--- src/rtl/mvm3_pkg.sv ---
`default_nettype none
// ============================================================================
//  Module : mvm3_pkg
//  Brief  : Shared types and constants for the MVM3 stream driver.
//           - state_t : driver FSM states
//           - N_WORDS : operand words streamed per job (3 x + 9 A)
//           - N_RES   : result words collected per job
//           - X_BASE  : buffer index of x[0]
//           - A_BASE  : buffer index of A[0][0]; A[r][c] sits at A_BASE+3r+c
//  Rev    : 1.0  initial release
// ============================================================================
package mvm3_pkg;

    typedef enum logic [1:0] {
        IDLE = 2'd0,
        SEND = 2'd1,
        RECV = 2'd2,
        FIN  = 2'd3
    } state_t;

    localparam int N_WORDS = 12;
    localparam int N_RES   = 3;
    localparam int X_BASE  = 0;
    localparam int A_BASE  = 3;

endpackage : mvm3_pkg
`default_nettype wire

--- src/rtl/mvm3_stream_driver_if.sv ---
`default_nettype none
// ============================================================================
//  Module : mvm3_stream_driver_if
//  Brief  : Link between the stream driver and the MVM engine.
//           m_valid/m_data/m_ready : operand stream, driver -> MVM
//           r_valid/r_data/r_ready : result stream,  MVM -> driver
//           mvm_ovf                : MVM overflow indication
//           modport master : driver side
//           modport slave  : MVM side
//  Rev    : 1.0  initial release
// ============================================================================
interface mvm3_stream_driver_if #(
    parameter int IN_W  = 8,
    parameter int OUT_W = 16
) ();

    logic             m_valid;
    logic [IN_W-1:0]  m_data;
    logic             m_ready;
    logic             r_valid;
    logic [OUT_W-1:0] r_data;
    logic             r_ready;
    logic             mvm_ovf;

    modport master (
        output m_valid, m_data, r_ready,
        input  m_ready, r_valid, r_data, mvm_ovf
    );

    modport slave (
        input  m_valid, m_data, r_ready,
        output m_ready, r_valid, r_data, mvm_ovf
    );

endinterface : mvm3_stream_driver_if
`default_nettype wire

--- src/rtl/mvm3_stream_driver_buf.sv ---
`default_nettype none
// ============================================================================
//  Module : stream_word_buf
//  Brief  : DEPTH x IN_W operand register file, one synchronous write port
//           and one combinational read port. Contents are not reset.
//  Ports  : clk    in   clock, rising edge
//           we     in   write strobe
//           waddr  in   write index (out-of-range writes dropped)
//           wdata  in   write data
//           raddr  in   read index (out-of-range reads return 0)
//           rdata  out  combinational read data
//  Rev    : 1.0  initial release
// ============================================================================
module stream_word_buf
    import mvm3_pkg::*;
#(
    parameter int IN_W  = 8,
    parameter int DEPTH = N_WORDS,
    parameter int AW    = 4
) (
    input  wire logic            clk,
    input  wire logic            we,
    input  wire logic [AW-1:0]   waddr,
    input  wire logic [IN_W-1:0] wdata,
    input  wire logic [AW-1:0]   raddr,
    output logic      [IN_W-1:0] rdata
);

    localparam logic [AW-1:0] C_DEPTH = AW'(DEPTH);

    logic [IN_W-1:0] r_mem [DEPTH];

    always_ff @(posedge clk) begin
        if (we && (waddr < C_DEPTH)) begin
            r_mem[waddr] <= wdata;
        end
    end

    assign rdata = (raddr < C_DEPTH) ? r_mem[raddr] : '0;

endmodule : stream_word_buf
`default_nettype wire

--- src/rtl/mvm3_stream_driver.sv ---
`default_nettype none
// ============================================================================
//  Module : mvm3_stream_driver
//  Brief  : Initiator for the 3x3 MVM engine. The host loads 12 operands
//           (x[0..2], then A row-major), pulses start; the block streams the
//           words to the MVM and collects three results, with sticky
//           overflow and timeout status.
//  Ports  : clk       in   clock, rising edge
//           reset_n   in   asynchronous active-low reset
//           ld_en     in   host buffer write strobe (IDLE only)
//           ld_addr   in   buffer index 0..11
//           ld_data   in   signed operand
//           start     in   single-cycle job launch (IDLE only)
//           busy      out  high from start accept until done
//           done      out  one-cycle pulse at job end
//           mvm       --   master modport: operand/result streams, overflow
//           ovf_flag  out  sticky: mvm_ovf seen during job
//           timeout   out  sticky: job aborted on result timeout
//           rd_addr   in   result index 0..2
//           rd_data   out  combinational read of result[rd_addr]
//  Rev    : 1.0  initial release
// ============================================================================
module mvm3_stream_driver
    import mvm3_pkg::*;
#(
    parameter int IN_W    = 8,
    parameter int OUT_W   = 16,
    parameter int TIMEOUT = 1000
) (
    input  wire logic             clk,
    input  wire logic             reset_n,
    input  wire logic             ld_en,
    input  wire logic [3:0]       ld_addr,
    input  wire logic [IN_W-1:0]  ld_data,
    input  wire logic             start,
    output logic                  busy,
    output logic                  done,
    mvm3_stream_driver_if.master  mvm,
    output logic                  ovf_flag,
    output logic                  timeout,
    input  wire logic [1:0]       rd_addr,
    output logic      [OUT_W-1:0] rd_data
);

    localparam int              IDLE_W    = $clog2(TIMEOUT + 1);
    localparam logic [IDLE_W-1:0] C_IDLE_MAX  = IDLE_W'(TIMEOUT);
    localparam logic [3:0]      C_LAST_WORD = 4'(N_WORDS - 1);
    localparam logic [1:0]      C_LAST_RES  = 2'(N_RES - 1);

    state_t             r_state;
    logic [3:0]         r_wcnt;
    logic [1:0]         r_rcnt;
    logic [IDLE_W-1:0]  r_idle;
    logic               r_m_valid;
    logic [IN_W-1:0]    r_m_data;
    logic               r_r_ready;
    logic               r_done;
    logic               r_ovf;
    logic               r_timeout;
    logic [OUT_W-1:0]   r_results [N_RES];

    logic [3:0]         w_rd_idx;
    logic [IN_W-1:0]    w_rd_word;
    logic               w_buf_we;

    // The buffer is read one word ahead so m_data can be loaded into a
    // register on the same edge that accepts the current word.
    assign w_rd_idx = (r_state == IDLE) ? 4'd0 : 4'(r_wcnt + 4'd1);
    assign w_buf_we = ld_en && (r_state == IDLE);

    stream_word_buf #(
        .IN_W  (IN_W),
        .DEPTH (N_WORDS),
        .AW    (4)
    ) u_buf (
        .clk   (clk),
        .we    (w_buf_we),
        .waddr (ld_addr),
        .wdata (ld_data),
        .raddr (w_rd_idx),
        .rdata (w_rd_word)
    );

    always_ff @(posedge clk or negedge reset_n) begin
        if (!reset_n) begin
            r_state   <= IDLE;
            r_wcnt    <= 4'd0;
            r_rcnt    <= 2'd0;
            r_idle    <= '0;
            r_m_valid <= 1'b0;
            r_m_data  <= '0;
            r_r_ready <= 1'b0;
            r_done    <= 1'b0;
            r_ovf     <= 1'b0;
            r_timeout <= 1'b0;
            for (int i = 0; i < N_RES; i++) begin
                r_results[i] <= '0;
            end
        end else begin
            r_done <= 1'b0;
            if ((r_state != IDLE) && mvm.mvm_ovf) begin
                r_ovf <= 1'b1;
            end

            case (r_state)
                IDLE: begin
                    if (start) begin
                        r_state   <= SEND;
                        r_m_valid <= 1'b1;
                        r_m_data  <= w_rd_word;
                        r_wcnt    <= 4'd0;
                        r_rcnt    <= 2'd0;
                        r_idle    <= '0;
                        r_ovf     <= 1'b0;
                        r_timeout <= 1'b0;
                        for (int i = 0; i < N_RES; i++) begin
                            r_results[i] <= '0;
                        end
                    end
                end

                SEND: begin
                    if (mvm.m_ready) begin
                        if (r_wcnt == C_LAST_WORD) begin
                            r_state   <= RECV;
                            r_m_valid <= 1'b0;
                            r_r_ready <= 1'b1;
                            r_idle    <= '0;
                        end else begin
                            r_wcnt   <= r_wcnt + 4'd1;
                            r_m_data <= w_rd_word;
                        end
                    end
                end

                RECV: begin
                    if (mvm.r_valid) begin
                        r_results[r_rcnt] <= mvm.r_data;
                        r_idle            <= '0;
                        if (r_rcnt == C_LAST_RES) begin
                            r_state   <= FIN;
                            r_r_ready <= 1'b0;
                            r_done    <= 1'b1;
                        end else begin
                            r_rcnt <= r_rcnt + 2'd1;
                        end
                    end else if (r_idle == C_IDLE_MAX) begin
                        r_timeout <= 1'b1;
                        r_state   <= FIN;
                        r_r_ready <= 1'b0;
                        r_done    <= 1'b1;
                    end else begin
                        r_idle <= r_idle + 1'b1;
                    end
                end

                FIN: begin
                    r_state <= IDLE;
                end

                default: begin
                    r_state <= IDLE;
                end
            endcase
        end
    end

    assign busy        = (r_state != IDLE);
    assign done        = r_done;
    assign ovf_flag    = r_ovf;
    assign timeout     = r_timeout;
    assign mvm.m_valid = r_m_valid;
    assign mvm.m_data  = r_m_data;
    assign mvm.r_ready = r_r_ready;
    assign rd_data     = (rd_addr <= C_LAST_RES) ? r_results[rd_addr] : '0;

endmodule : mvm3_stream_driver
`default_nettype wire
--- src/flat_wrapper.sv ---
// flat-port wrapper written by rule: the top's interface ports become plain ports
module mvm3_stream_driver_flat import mvm3_pkg::*;
#(
    parameter int IN_W    = 8,
    parameter int OUT_W   = 16,
    parameter int TIMEOUT = 1000
)
  (clk, reset_n, ld_en, ld_addr, ld_data, start, busy, done, ovf_flag, timeout, rd_addr, rd_data, mvm_m_valid, mvm_m_data, mvm_r_ready, mvm_m_ready, mvm_r_valid, mvm_r_data, mvm_mvm_ovf);
  mvm3_stream_driver_if #(.IN_W(IN_W), .OUT_W(OUT_W)) mvm_i ();
  input  wire logic clk;
  input  wire logic reset_n;
  input  wire logic ld_en;
  input  wire logic [3:0] ld_addr;
  input  wire logic [IN_W-1:0] ld_data;
  input  wire logic start;
  output logic busy;
  output logic done;
  output logic ovf_flag;
  output logic timeout;
  input  wire logic [1:0] rd_addr;
  output logic      [OUT_W-1:0] rd_data;
  output wire logic [$bits(mvm_i.m_valid)-1:0] mvm_m_valid;
  output wire logic [$bits(mvm_i.m_data)-1:0] mvm_m_data;
  output wire logic [$bits(mvm_i.r_ready)-1:0] mvm_r_ready;
  input wire logic [$bits(mvm_i.m_ready)-1:0] mvm_m_ready;
  input wire logic [$bits(mvm_i.r_valid)-1:0] mvm_r_valid;
  input wire logic [$bits(mvm_i.r_data)-1:0] mvm_r_data;
  input wire logic [$bits(mvm_i.mvm_ovf)-1:0] mvm_mvm_ovf;
  assign mvm_m_valid = mvm_i.m_valid;
  assign mvm_m_data = mvm_i.m_data;
  assign mvm_r_ready = mvm_i.r_ready;
  assign mvm_i.m_ready = mvm_m_ready;
  assign mvm_i.r_valid = mvm_r_valid;
  assign mvm_i.r_data = mvm_r_data;
  assign mvm_i.mvm_ovf = mvm_mvm_ovf;
  mvm3_stream_driver #(.IN_W(IN_W), .OUT_W(OUT_W), .TIMEOUT(TIMEOUT)) u_core (.clk(clk), .reset_n(reset_n), .ld_en(ld_en), .ld_addr(ld_addr), .ld_data(ld_data), .start(start), .busy(busy), .done(done), .mvm(mvm_i), .ovf_flag(ovf_flag), .timeout(timeout), .rd_addr(rd_addr), .rd_data(rd_data));
endmodule
--- config.mk ---
export PLATFORM = sky130hd
export DESIGN_NAME = mvm3_stream_driver_flat
export DESIGN_NICKNAME = d
export VERILOG_FILES = /design/src/rtl/mvm3_pkg.sv /design/src/rtl/mvm3_stream_driver_if.sv /design/src/rtl/mvm3_stream_driver_buf.sv /design/src/rtl/mvm3_stream_driver.sv /design/src/flat_wrapper.sv
export SDC_FILE = /design/constraint.sdc
export NUM_CORES = 1
export LEC_CHECK = 0
export BUFFER_PORTS_ARGS = -buffer_cell sky130_fd_sc_hd__buf_2
export CAP_MARGIN = 20
export CELL_PAD_IN_SITES_DETAIL_PLACEMENT = 0
export CELL_PAD_IN_SITES_GLOBAL_PLACEMENT = 1
export CORE_MARGIN = 5
export CORE_UTILIZATION = 37
export CTS_CLUSTER_DIAMETER = 40
export CTS_CLUSTER_SIZE = 28
export DETAILED_ROUTE_END_ITERATION = 8
export GPL_TIMING_DRIVEN = 0
export HOLD_SLACK_MARGIN = 0.08
export PLACE_DENSITY = 0.65
export SYNTH_ARGS = -nofsm -noshare
export SYNTH_HDL_FRONTEND = slang
export SYNTH_SLANG_ARGS = --single-unit
--- constraint.sdc ---
create_clock -name clk -period 6 [get_ports clk]
set_clock_uncertainty 0.1 [all_clocks]
set_input_delay 0.6 -clock clk [delete_from_list [all_inputs] [get_ports clk]]
set_output_delay 0.6 -clock clk [all_outputs]
set_load 0.005 [all_outputs]
# Word-level counts from Yosys, hierarchy flattened
# Memories as Yosys holds them, arrays and structs flattened.
# Index checks and enable logic that the tools add are counted.
# word_totals
reg_bits,79
ramBits,96
inputBits,37
out_inout_bits,30
n_memories,1
# classes
addsub,3
order_cmp,6
eq_ne,17
mux,60
n_bitwise,2
n_reduce_logical,18
# memory_table
name,depth,width,read_ports,rd_ports_with_merged_regs,write_ports,line_no,rtl
u_core.u_buf.r_mem,12,8,1,0,1,mvm3_stream_driver_buf.sv:31,logic [IN_W-1:0] r_mem [DEPTH];
# ops
operator,count
$mux W48,2
$pmux W48 S2,1
$mux W16,4
$mux W10,5
$bwmux W48,1
$bmux W16 S2,1
$demux W16 S2,1
$mux W8,4
$pmux W10 S3,1
$mux W1,20
$mux W2,9
$mux W4,4
$pmux W8 S2,1
$reduce_and A4 Y1,4
$reduce_and A5 Y1,3
$ne A2 B2 Y1 const B,6
$add A10 B1 Y10 const B,1
$eq A10 B10 Y1 const B,1
$lt A4 B4 Y1 const B,2
$pmux W2 S4,1
$pmux W4 S2,1
$reduce_bool A2 Y1,4
$eq A2 B2 Y1 const B,3
$ge A3 B3 Y1 const B,2
other kinds (16),24

# Logic depth before layout (Yosys ltp)
# Gate-level depths: netlist (run 1).
# logic_depth
word_depth,8
mapped_depth,9
depth_no_buf,7

# By module
# Synthesis (run 1) repeated with hierarchy kept, for this count alone.
# hier_totals
cells_unflattened,550
hier_area_um2,7652.3
# modules_own_cells
module,n_inst,cells_per_inst,area_each_um2,seq_area_each_um2
mvm3_stream_driver,1,376,3870.0,1976.9
stream_word_buf,1,174,3782.4,2882.8

# Worst setup path before layout (run 1)
# Ideal clock, no wire load.
# synth_timing
path_type,input to output
startpoint,input rd_addr[1]
endpoint,output rd_data[10]
arrival_time_ns,1.589
required_time_ns,5.300
setup_slack_ns,3.711
stages,6
cell_sequence,clkbuf_1 nor2b_1 clkbuf_1 clkbuf_1 nand2_1 o21ai_0
# synth_between
elab_chain_cells,5
# synth_rtl
item,line_no,rtl
start: declaration,flat_wrapper.sv:20,input wire logic [1:0] rd_addr;
$not A2 Y3 (implied by the code),mvm3_stream_driver.sv:175,assign rd_data = (rd_addr <= C_LAST_RES) ? r_results[rd_addr] : '0;
$bmux W16 S2,mvm3_stream_driver.sv:175,
$mux W16 (implied by the code) (2 in a row),mvm3_stream_driver.sv:175,
$mux W16 (*),mvm3_stream_driver.sv:175,
end: declaration,flat_wrapper.sv:21,output logic [OUT_W-1:0] rd_data;
# Every way passes the cells marked *; elsewhere a longest branch is shown, timed or not. The select of a mux whose other input is x is not followed.

# Worst setup path in the final report (run 1)
# layout_timing
startpoint,input rd_addr[1]
endpoint,output rd_data[5]
# Same word-level chain as after synthesis.

==> results of run 1 <==
==> metal layers <==
metal / part of all wire / up-vias / GRT usage
met3: 0.038 / 22 / 0.0308
met5: 0 / - / 0
met1: 0.46 / 2545 / 0.204
li1: - / 2486 / -
met2: 0.49 / 105 / 0.248
met4: 0.019 / 0 / 0.0529
==> tightest hold or removal path, stage by stage <==
cell,delay [ns]
buf_2,0.10
nand3_1,0.06
nand2_1,0.06
==> stage by stage <==
step / utilization / area, sq um / power [W]
after global routing: 0.439 / 9240 / 0.00422
after CTS: 0.439 / 9240 / 0.00404
final: 0.439 / 9240 / 0.00398
after detailed placement: 0.411 / 8630 / 0.00291
after floorplan: - / 7900 / 0.00247
after global placement: 0.407 / 8560 / 0.00287
==> kinds of logic (layout without fill, tap and decap cells) <==
group | after synthesis | count (layout) | share of synthesized area
AO/OA/AOI/OAI | 124 | 124 | 0.113
flip-flops | 175 | 175 | 0.616
buffers and inverters | 51 | 156 | 0.0352
multiplexers | 65 | 65 | 0.0965
adder cells (fa/ha/maj) | 10 | 10 | 0.0158
AND/OR/NAND/NOR | 190 | 190 | 0.116
XOR/XNOR | 6 | 6 | 0.00761
==> flip-flops by register name, summed over array words and instances (netlist names), 2 cells and up <==
register,flops
u_core.mvm.m_data,8
u_core.r_idle,10
u_core.r_rcnt,2
u_core.r_results,48
u_core.r_state,2
u_core.r_wcnt,4
u_core.u_buf.r_mem,96
==> synthesized netlist by cell type (3+ instances only) <==
library cell   n  area share
nand2b_1       7      0.0055
a21oi_1       16       0.010
nand4_1        3      0.0024
nand3b_1       4      0.0038
nand2_1       86       0.041
xor2_1         5      0.0055
nor3b_1        3      0.0029
clkbuf_1      17      0.0081
a22o_1        29       0.032
a221o_1        5      0.0063
and3_1         6      0.0048
mux2_2         3      0.0043
inv_1         15      0.0071
edfxtp_1      96        0.37
a221o_2        4      0.0057
and2_1         4      0.0032
o21ai_0       39       0.025
a21o_1         3      0.0029
nor2b_1       12      0.0095
clkbuf_8       3      0.0052
mux4_1         5       0.017
ha_1          10       0.016
nand3_1       25       0.016
buf_4          4      0.0038
buf_2          7      0.0044
nor2_1        23       0.011
dfrtp_1       79        0.25
a211oi_1       8      0.0076
nor3_1         9      0.0057
mux2i_1       54       0.068
==> what timing repair did <==
action	in CTS	in global routing
resized for setup	0	0
hold endpoints to repair	24	0
hold buffers	1	0
==> report_power, final <==
part	switching, W	internal, W
clock	0.000462	0.000656
sequential	0.0000922	0.00142
combinational	0.000812	0.000547
==> path summary, 6_finish.rpt <==
kind,end
max in group asynchronous,u_core.mvm.m_data[5]
min,u_core.r_results[10]
min reg2reg,u_core.r_results[0]
max,rd_data[5]
max reg2reg,u_core.r_results[8]
min in group asynchronous,u_core.r_idle[9]
==> final cells by class <==
class	instances	area share
buffer	36	0.0240
sequential	175	0.526
multi-input combinational	395	0.299
timing repair buffer	74	0.0439
inverter	15	0.00610
tap	275	0.0373
clock inverter	13	0.0176
clock buffer	18	0.0465
==> run_results.csv, run 1 <==
group,metric,value,unit
run_status,status,"completed",
worst_setup_path,required,5.30,ns
power_and_ir_drop,vdd_drop_max,0.000176,V
worst_setup_path,reg2regPathDepth,9,
worst_setup_path,worst_path_most_repeated_cell,"clkbuf_1",
routing,ant_nets,0,
layout,fillers,1921,
worst_setup_path,crit_path_start_kind,"input pin",
yosys,synth_ff_type,"edfxtp_1",
sta,fin_ws,3.19,ns
floorplan,initial_core_util,0.376,
placed_design,io_buffers,64,
placed_design,place_hpwl,12700,um
yosys,yosysWarnings,0,
routing,drt_iter0_markers,299,
power_and_ir_drop,p_leak,3.81,nW
worst_setup_path,cp-startpoint,"rd_addr[1]",
worst_setup_path,critPathBufInv,4,
yosys,synth_nets,668,
sta,finalHoldWorstSlack,0.329,ns
yosys,syn_area_per_cell,12.7,sq um
floorplan,num_io_pins,67,
clocking,tritoncts,"done",
floorplan,dieWidth,156,um
worst_setup_path,cpPeakStageDelay,0.44,ns
worst_setup_path,path_depth,7,
sta,slew_violations,0,
worst_setup_path,crit_chain,"clkbuf_1 > nor2b_1 > clkbuf_1 > clkbuf_1 > nand2_1 > o21ai_0 > buf_2",
worst_hold_path,hp-class,"input pin to flop",
clocking,numCtsBuffers,17,
placed_design,place_inst,969,
clocking,cts_setup_buffers,0,
clocking,cts.reportedPaths.clkPinSlew,0.07,ns
global_routing,grt_pass1_wl,29000,um
yosys,synth_edf_count,96,
clocking,cts_sinks,175,
worst_setup_path,path_class,"input pin to output port",
sta,max_freq,355,MHz
layout,multi_input_area,0.00276,sq mm
routing,first_pass_iters,6,
power_and_ir_drop,p_per_area,431,mW/mm^2
clocking,root_buffer,"clkbuf_16",
worst_hold_path,hold_depth,3,
layout,syn2layout_area_growth,17.0,%
placed_design,routabilityCongestion,0.796,
yosys,synth_cells,621,
layout,final_cell_mix,"edfxtp_1, nand2_1, dfrtp_1",
clocking,cts_max_level,4,
worst_setup_path,arrival,2.11,ns
layout,instances_no_fill,1001,
layout,n_antenna_cell,0,
layout,ff_latch_area,0.00486,sq mm
yosys,async_flop_share,0.451,
worst_hold_path,hp-start,"mvm_r_data[10]",
layout,layout_commonest_cell,"edfxtp_1",
floorplan,core,0.0210,sq mm
sta,setup_viol,0,
routing,drcViolationCount,0,
layout,layout-drive-gt1-share,0.190,
yosys,ys_types,58,
worst_setup_path,rr_startpoint,"u_core.r_state[0]",
routing,wl,17900,um
sta,slew_headroom,0.387,
global_routing,grt_util_all_layers,0.152,
sta,timing.setup.tns,0,ns
global_routing,overflow,0,
routing,num_vias,5158,
floorplan,die-area,0.0244,sq mm
routing,vias_per_cell,5.15,
worst_setup_path,cp_top_family,"buffers and inverters",
yosys,synth_area,0.00790,sq mm
routing,post_drt_wl_per_cell,17.8,um
clocking,clockBufferDepth,2,
worst_setup_path,rrSetupSlack,3.35,ns
floorplan,die_h,156,um
floorplan,std_cell_rows,53,
global_routing,grt_pass1_vias,5278,
sta,tightest_slew,0.919,ns
placed_design,dp_slack,3.14,ns
global_routing,antenna_found_initial,0,
global_routing,grt_max_degree,56,
yosys,ys_seq_area_frac,0.616,
worst_setup_path,worstPathMaxFanout,10,
clocking,clk_latency,0.42,ns
sta,rsz0062_at_grt,"false",
sta,min_period_over_period,0.469,
sta,hold_viol,0,
worst_setup_path,slowest_stage,"clkbuf_1",
sta,finalCriticalPeriod,2.81,ns
worst_setup_path,end_kind,"output port",
layout,final_nets,761,
yosys,yosys_register_bits,175,
flow_run,max_cap_violations,0,
Power figures use the tool's default switching activity.
==> inputs of run 2 (changes only) <==
PLACE_DENSITY = 0.67   (was 0.65)
clock period = 2.3 ns   (was 6 ns; I/O delays follow)
==> run_results.csv, run 2 (synthesis gave the netlist of run 1 again) <==
group,metric,value,unit
run_status,status,"completed",
layout,final_cell_mix,"edfxtp_1, nand2_1, dfrtp_1",
routing,wl,18700,um
power_and_ir_drop,p_per_area,1100,mW/mm^2
layout,layout-drive-gt1-share,0.247,
routing,drcViolationCount,0,
routing,num_vias,5331,
sta,min_period_over_period,0.986,
sta,hold_viol,0,
clocking,cts_max_level,4,
sta,max_freq,441,MHz
floorplan,core,0.0210,sq mm
power_and_ir_drop,p_leak,4.03,nW
sta,setup_viol,0,
global_routing,overflow,0,
global_routing,grt_pass1_wl,30000,um
layout,syn2layout_area_growth,23.6,%
clocking,clockBufferDepth,2,
placed_design,place_hpwl,12700,um
worst_setup_path,arrival,2.24,ns
clocking,clk_latency,0.43,ns
layout,layout_commonest_cell,"edfxtp_1",
clocking,tritoncts,"done",
routing,ant_nets,0,
floorplan,die_h,156,um
layout,final_nets,794,
flow_run,max_cap_violations,0,
worst_setup_path,required,2.27,ns
power_and_ir_drop,totalPowerFinal,0.0107,W
layout,multi_input_area,0.00292,sq mm
global_routing,grt_util_all_layers,0.158,
worst_setup_path,rr_startpoint,"u_core.r_state[1]",
power_and_ir_drop,vdd_drop_max,0.000552,V
global_routing,antenna_found_initial,0,
sta,timing.setup.tns,0,ns
worst_setup_path,r2r-end,"u_core.u_buf.r_mem[5][5]",
worst_setup_path,reg2regPathDepth,6,
worst_setup_path,worstPathMaxFanout,10,
placed_design,routabilityCongestion,0.776,
layout,reg_top3,"u_core.u_buf.r_mem: 96 flops, u_core.r_results: 48 flops, u_core.r_idle: 10 flops",
routing,vias_per_cell,5.15,
floorplan,initial_core_util,0.376,
layout,regMostFlops,"u_core.u_buf.r_mem",
floorplan,dieWidth,156,um
worst_setup_path,rrSetupSlack,0.03,ns
global_routing,grt_pass1_vias,5464,
worst_hold_path,hold_depth,3,
worst_setup_path,crit_path_start_kind,"flop",
floorplan,num_io_pins,67,
sta,tightest_slew,0.691,ns
sta,rsz0062_at_grt,"true",
layout,largest_register_ffs,96,
floorplan,die-area,0.0244,sq mm
sta,finalCriticalPeriod,2.27,ns
sta,slew_headroom,0.537,
routing,drt_iter0_markers,338,
clocking,cts.reportedPaths.clkPinSlew,0.08,ns
worst_setup_path,end_kind,"flop",
routing,post_drt_wl_per_cell,18.1,um
worst_setup_path,path_class,"flop to flop",
sta,slew_violations,0,
floorplan,std_cell_rows,53,
clocking,numCtsBuffers,17,
worst_hold_path,hp-class,"input pin to flop",
layout,fillers,1864,
worst_hold_path,hold_path_end,"u_core.mvm.r_ready",
placed_design,io_buffers,64,
worst_hold_path,hp-start,"mvm_m_ready",
global_routing,grt_max_degree,50,
clocking,root_buffer,"clkbuf_16",
clocking,cts_sinks,175,
layout,ff_latch_area,0.00486,sq mm
worst_setup_path,cp-startpoint,"u_core.r_state[1]",
routing,first_pass_iters,7,
==> run 2: cell type report <==
type | count | area share
flip-flops and latches | 175 | 0.498
multi-input cells | 396 | 0.299
repair buffers | 109 | 0.0780
clock buffers | 17 | 0.0436
well taps | 275 | 0.0353
plain buffers | 33 | 0.0231
clock inverters | 15 | 0.0171
inverters | 15 | 0.00577
diodes | 1 | 0.000256
==> run 2: repair_timing <==
item	CTS	global route
hold buffers	27	0
endpoints found under the setup margin	142	131
buffers inserted	1	12
gates resized for setup	35	23
pin swaps	1	7
gates cloned	0	1
endpoints found under the hold margin	224	0
==> run 2: worst max-delay path by stage <==
stage,end
6_report,u_core.u_buf.r_mem[5][5]
5_1_grt,u_core.u_buf.r_mem[7][0]
4_1_cts,u_core.r_results[18]
3_5_place_dp,u_core.r_results[21]
3_3_place_gp,u_core.u_buf.r_mem[6][5]
2_1_floorplan,u_core.u_buf.r_mem[0][0]
==> run 2: where the power goes <==
group | switching, W | internal (W) | total, W
Clock | 0.00136 | 0.00155 | 0.00290
Sequential | 0.000227 | 0.00369 | 0.00392
Combinational | 0.00225 | 0.00164 | 0.00389
==> run 2: stage by stage <==
| step | setup slack, ns | cell area, sq um | utilization | std cells | hold WS [ns] |
|---|---|---|---|---|---|
| 3_5_place_dp | -0.570 | 8620 | 0.410 | 965 | 0.111 |
| 6_report | 0.0330 | 9760 | 0.464 | 1036 | 0.113 |
| 4_1_cts | -0.179 | 9610 | 0.457 | 1024 | 0.0943 |
| 3_3_place_gp | -0.669 | 8560 | 0.407 | 960 | 0.348 |
| 5_1_grt | -0.0998 | 9750 | 0.464 | 1035 | 0.143 |
| 2_1_floorplan | 0.113 | 7900 | - | 621 | -0.166 |
==> run 2: routing by layer <==
| metal | GRT usage | wire (um) | vias to the layer above |
|---|---|---|---|
| li1 | - | - | 2545 |
| met1 | 0.206 | 8250 | 2653 |
| met2 | 0.268 | 9450 | 115 |
| met3 | 0.0297 | 836 | 18 |
| met4 | 0.0517 | 209 | 0 |
| met5 | 0 | 0 | - |
==> run 2: worst max-delay path, cell delays in order (launching register included) <==
cell and delay [ns]:
dfrtp_1 0.41, inv_1 0.10, ha_1 0.25, buf_8 0.19, clkbuf_8 0.20, nand3b_1 0.18
nor2_2 0.47
==> inputs of run 3 (changes only) <==
CORE_MARGIN = 2   (was 5)
PLACE_DENSITY = not set   (was 0.67)
PLACE_DENSITY_LB_ADDON = 0.1   (was not set)
==> run_results.csv, run 3 (synthesis gave the netlist of run 1 again) <==
group,metric,value,unit
sta,rsz0062_at_grt,"true",
global_routing,antenna_found_initial,0,
run_status,status,"complete, but fails checks",
worst_setup_path,r2r-end,"u_core.u_buf.r_mem[0][5]",
routing,first_pass_iters,4,
layout,largest_register_ffs,96,
routing,wl,18100,um
sta,slew_headroom,0.598,
layout,reg_top3,"u_core.u_buf.r_mem: 96 flops, u_core.r_results: 48 flops, u_core.r_idle: 10 flops",
layout,n_antenna_cell,0,
power_and_ir_drop,totalPowerFinal,0.0107,W
placed_design,routabilityCongestion,0.783,
routing,post_drt_wl_per_cell,17.5,um
routing,vias_per_cell,5.05,
sta,setup_viol,19,
routing,num_vias,5205,
sta,fin_ws,-0.0466,ns
worst_setup_path,rrSetupSlack,-0.05,ns
clocking,tritoncts,"done",
placed_design,place_hpwl,12500,um
placed_design,io_buffers,64,
sta,timing.setup.tns,-0.308,ns
worst_setup_path,required,2.34,ns
layout,layout-drive-gt1-share,0.243,
sta,finalCriticalPeriod,2.35,ns
layout,syn2layout_area_growth,23.8,%
worst_setup_path,worstPathMaxFanout,10,
floorplan,initial_core_util,0.377,
worst_setup_path,arrival,2.38,ns
layout,layout_commonest_cell,"edfxtp_1",
floorplan,std_cell_rows,53,
sta,slew_violations,0,
global_routing,grt_util_all_layers,0.168,
routing,drcViolationCount,0,
global_routing,overflow,0,
clocking,cts_sinks,175,
worst_hold_path,hp-class,"input pin to flop",
floorplan,dieWidth,150,um
worst_setup_path,cpPeakStageDelay,0.41,ns
sta,tightest_slew,0.600,ns
worst_setup_path,reg2regPathDepth,7,
routing,drt_iter0_markers,289,
worst_setup_path,crit_path_start_kind,"flop",
floorplan,core,0.0210,sq mm
clocking,root_buffer,"clkbuf_16",
global_routing,grt_max_degree,61,
clocking,numCtsBuffers,17,
run_status,violations,"setup timing",
global_routing,grt_pass1_vias,5128,
floorplan,num_io_pins,67,
power_and_ir_drop,vdd_drop_max,0.000427,V
layout,fillers,1930,
layout,final_nets,790,
clocking,cts.reportedPaths.clkPinSlew,0.08,ns
clocking,cts_max_level,4,
layout,regMostFlops,"u_core.u_buf.r_mem",
global_routing,grt_pass1_wl,28800,um
floorplan,die-area,0.0225,sq mm
worst_setup_path,critPathBufInv,4,
floorplan,die_h,150,um
routing,ant_nets,0,
worst_setup_path,slowest_stage,"dfrtp_1",
flow_run,max_cap_violations,0,
worst_setup_path,path_depth,7,
sta,max_freq,426,MHz
worst_setup_path,cp-endpoint,"u_core.u_buf.r_mem[0][5]",
layout,final_cell_mix,"edfxtp_1, nand2_1, dfrtp_1",
worst_setup_path,rr_startpoint,"u_core.r_state[1]",
worst_setup_path,crit_chain,"inv_1 > ha_2 > clkbuf_8 > clkbuf_8 > nand2b_1 > nor3_2 > buf_2",
clocking,clockBufferDepth,2,
sta,hold_viol,0,
power_and_ir_drop,p_leak,4.02,nW
clocking,clk_latency,0.43,ns
worst_setup_path,end_kind,"flop",
placed_design,dpl-instance-area,0.00862,sq mm
worst_setup_path,cp-startpoint,"u_core.r_state[1]",
power_and_ir_drop,p_per_area,1100,mW/mm^2
layout,utilization,0.467,
worst_setup_path,worst_path_most_repeated_cell,"clkbuf_8",
layout,final_area,0.00978,sq mm
sta,finalHoldWorstSlack,0.113,ns
sta,min_period_over_period,1.02,
worst_setup_path,path_class,"flop to flop",
worst_setup_path,cp_top_family,"buffers and inverters",
[run 3: worst min path at each step]
stage / start / to / cells past startpoint
after floorplan: reset_n / u_core.done / 0
after global placement: u_core.r_results[1] / u_core.r_results[1] / 2
after detailed placement: reset_n / u_core.r_idle[1] / 1
after CTS: mvm_m_ready / u_core.mvm.r_ready / 3
after global routing: mvm_m_ready / u_core.mvm.r_ready / 3
final: mvm_m_ready / u_core.mvm.r_ready / 3
[run 3: layer usage]
layer | vias to the layer above | global-route usage | wire length [um]
li1 | 2532 | - | -
met5 | - | 0 | 0
met4 | 0 | 0.0415 | 134
met3 | 11 | 0.0354 | 602
met1 | 2564 | 0.227 | 8440
met2 | 98 | 0.279 | 8880
[run 3: tightest hold or removal path: stages]
cell	delay (ns)
buf_2	0.12
a31oi_1	0.09
o22ai_1	0.15
[run 3: timing repair]
item / CTS / global route
endpoints found under the hold margin: 224 / 0
setup buffers: 4 / 7
gates cloned: 0 / 0
pin swaps: 3 / 4
setup endpoints to repair: 157 / 129
gates resized for setup: 31 / 21
hold buffers: 27 / 0
[run 3: final cells by class]
class / count / area, sq um / area share
Timing Repair Buffer: 107 / 773 / 0.0791
Clock inverter: 15 / 196 / 0.0201
Clock buffer: 17 / 425 / 0.0435
Inverter: 15 / 56.3 / 0.00576
Tap cell: 275 / 344 / 0.0352
Multi-Input combinational cell: 395 / 2900 / 0.297
Buffer: 32 / 219 / 0.0224
Sequential cell: 175 / 4860 / 0.497
[run 3: power by group]
part	total, W	leakage (nW)	switching, W	internal (W)
logic	0.00390	1.80	0.00223	0.00167
registers	0.00392	1.93	0.000229	0.00369
clock network	0.00292	0.299	0.00143	0.00149
[run 3: per-stage QoR]
stage               instances  setup slack [ns]
CTS                      1026           -0.0375
detailed placement        965            -0.531
finish                   1031           -0.0466
global route             1031            -0.125
global placement          960            -0.620
floorplan                 621             0.113
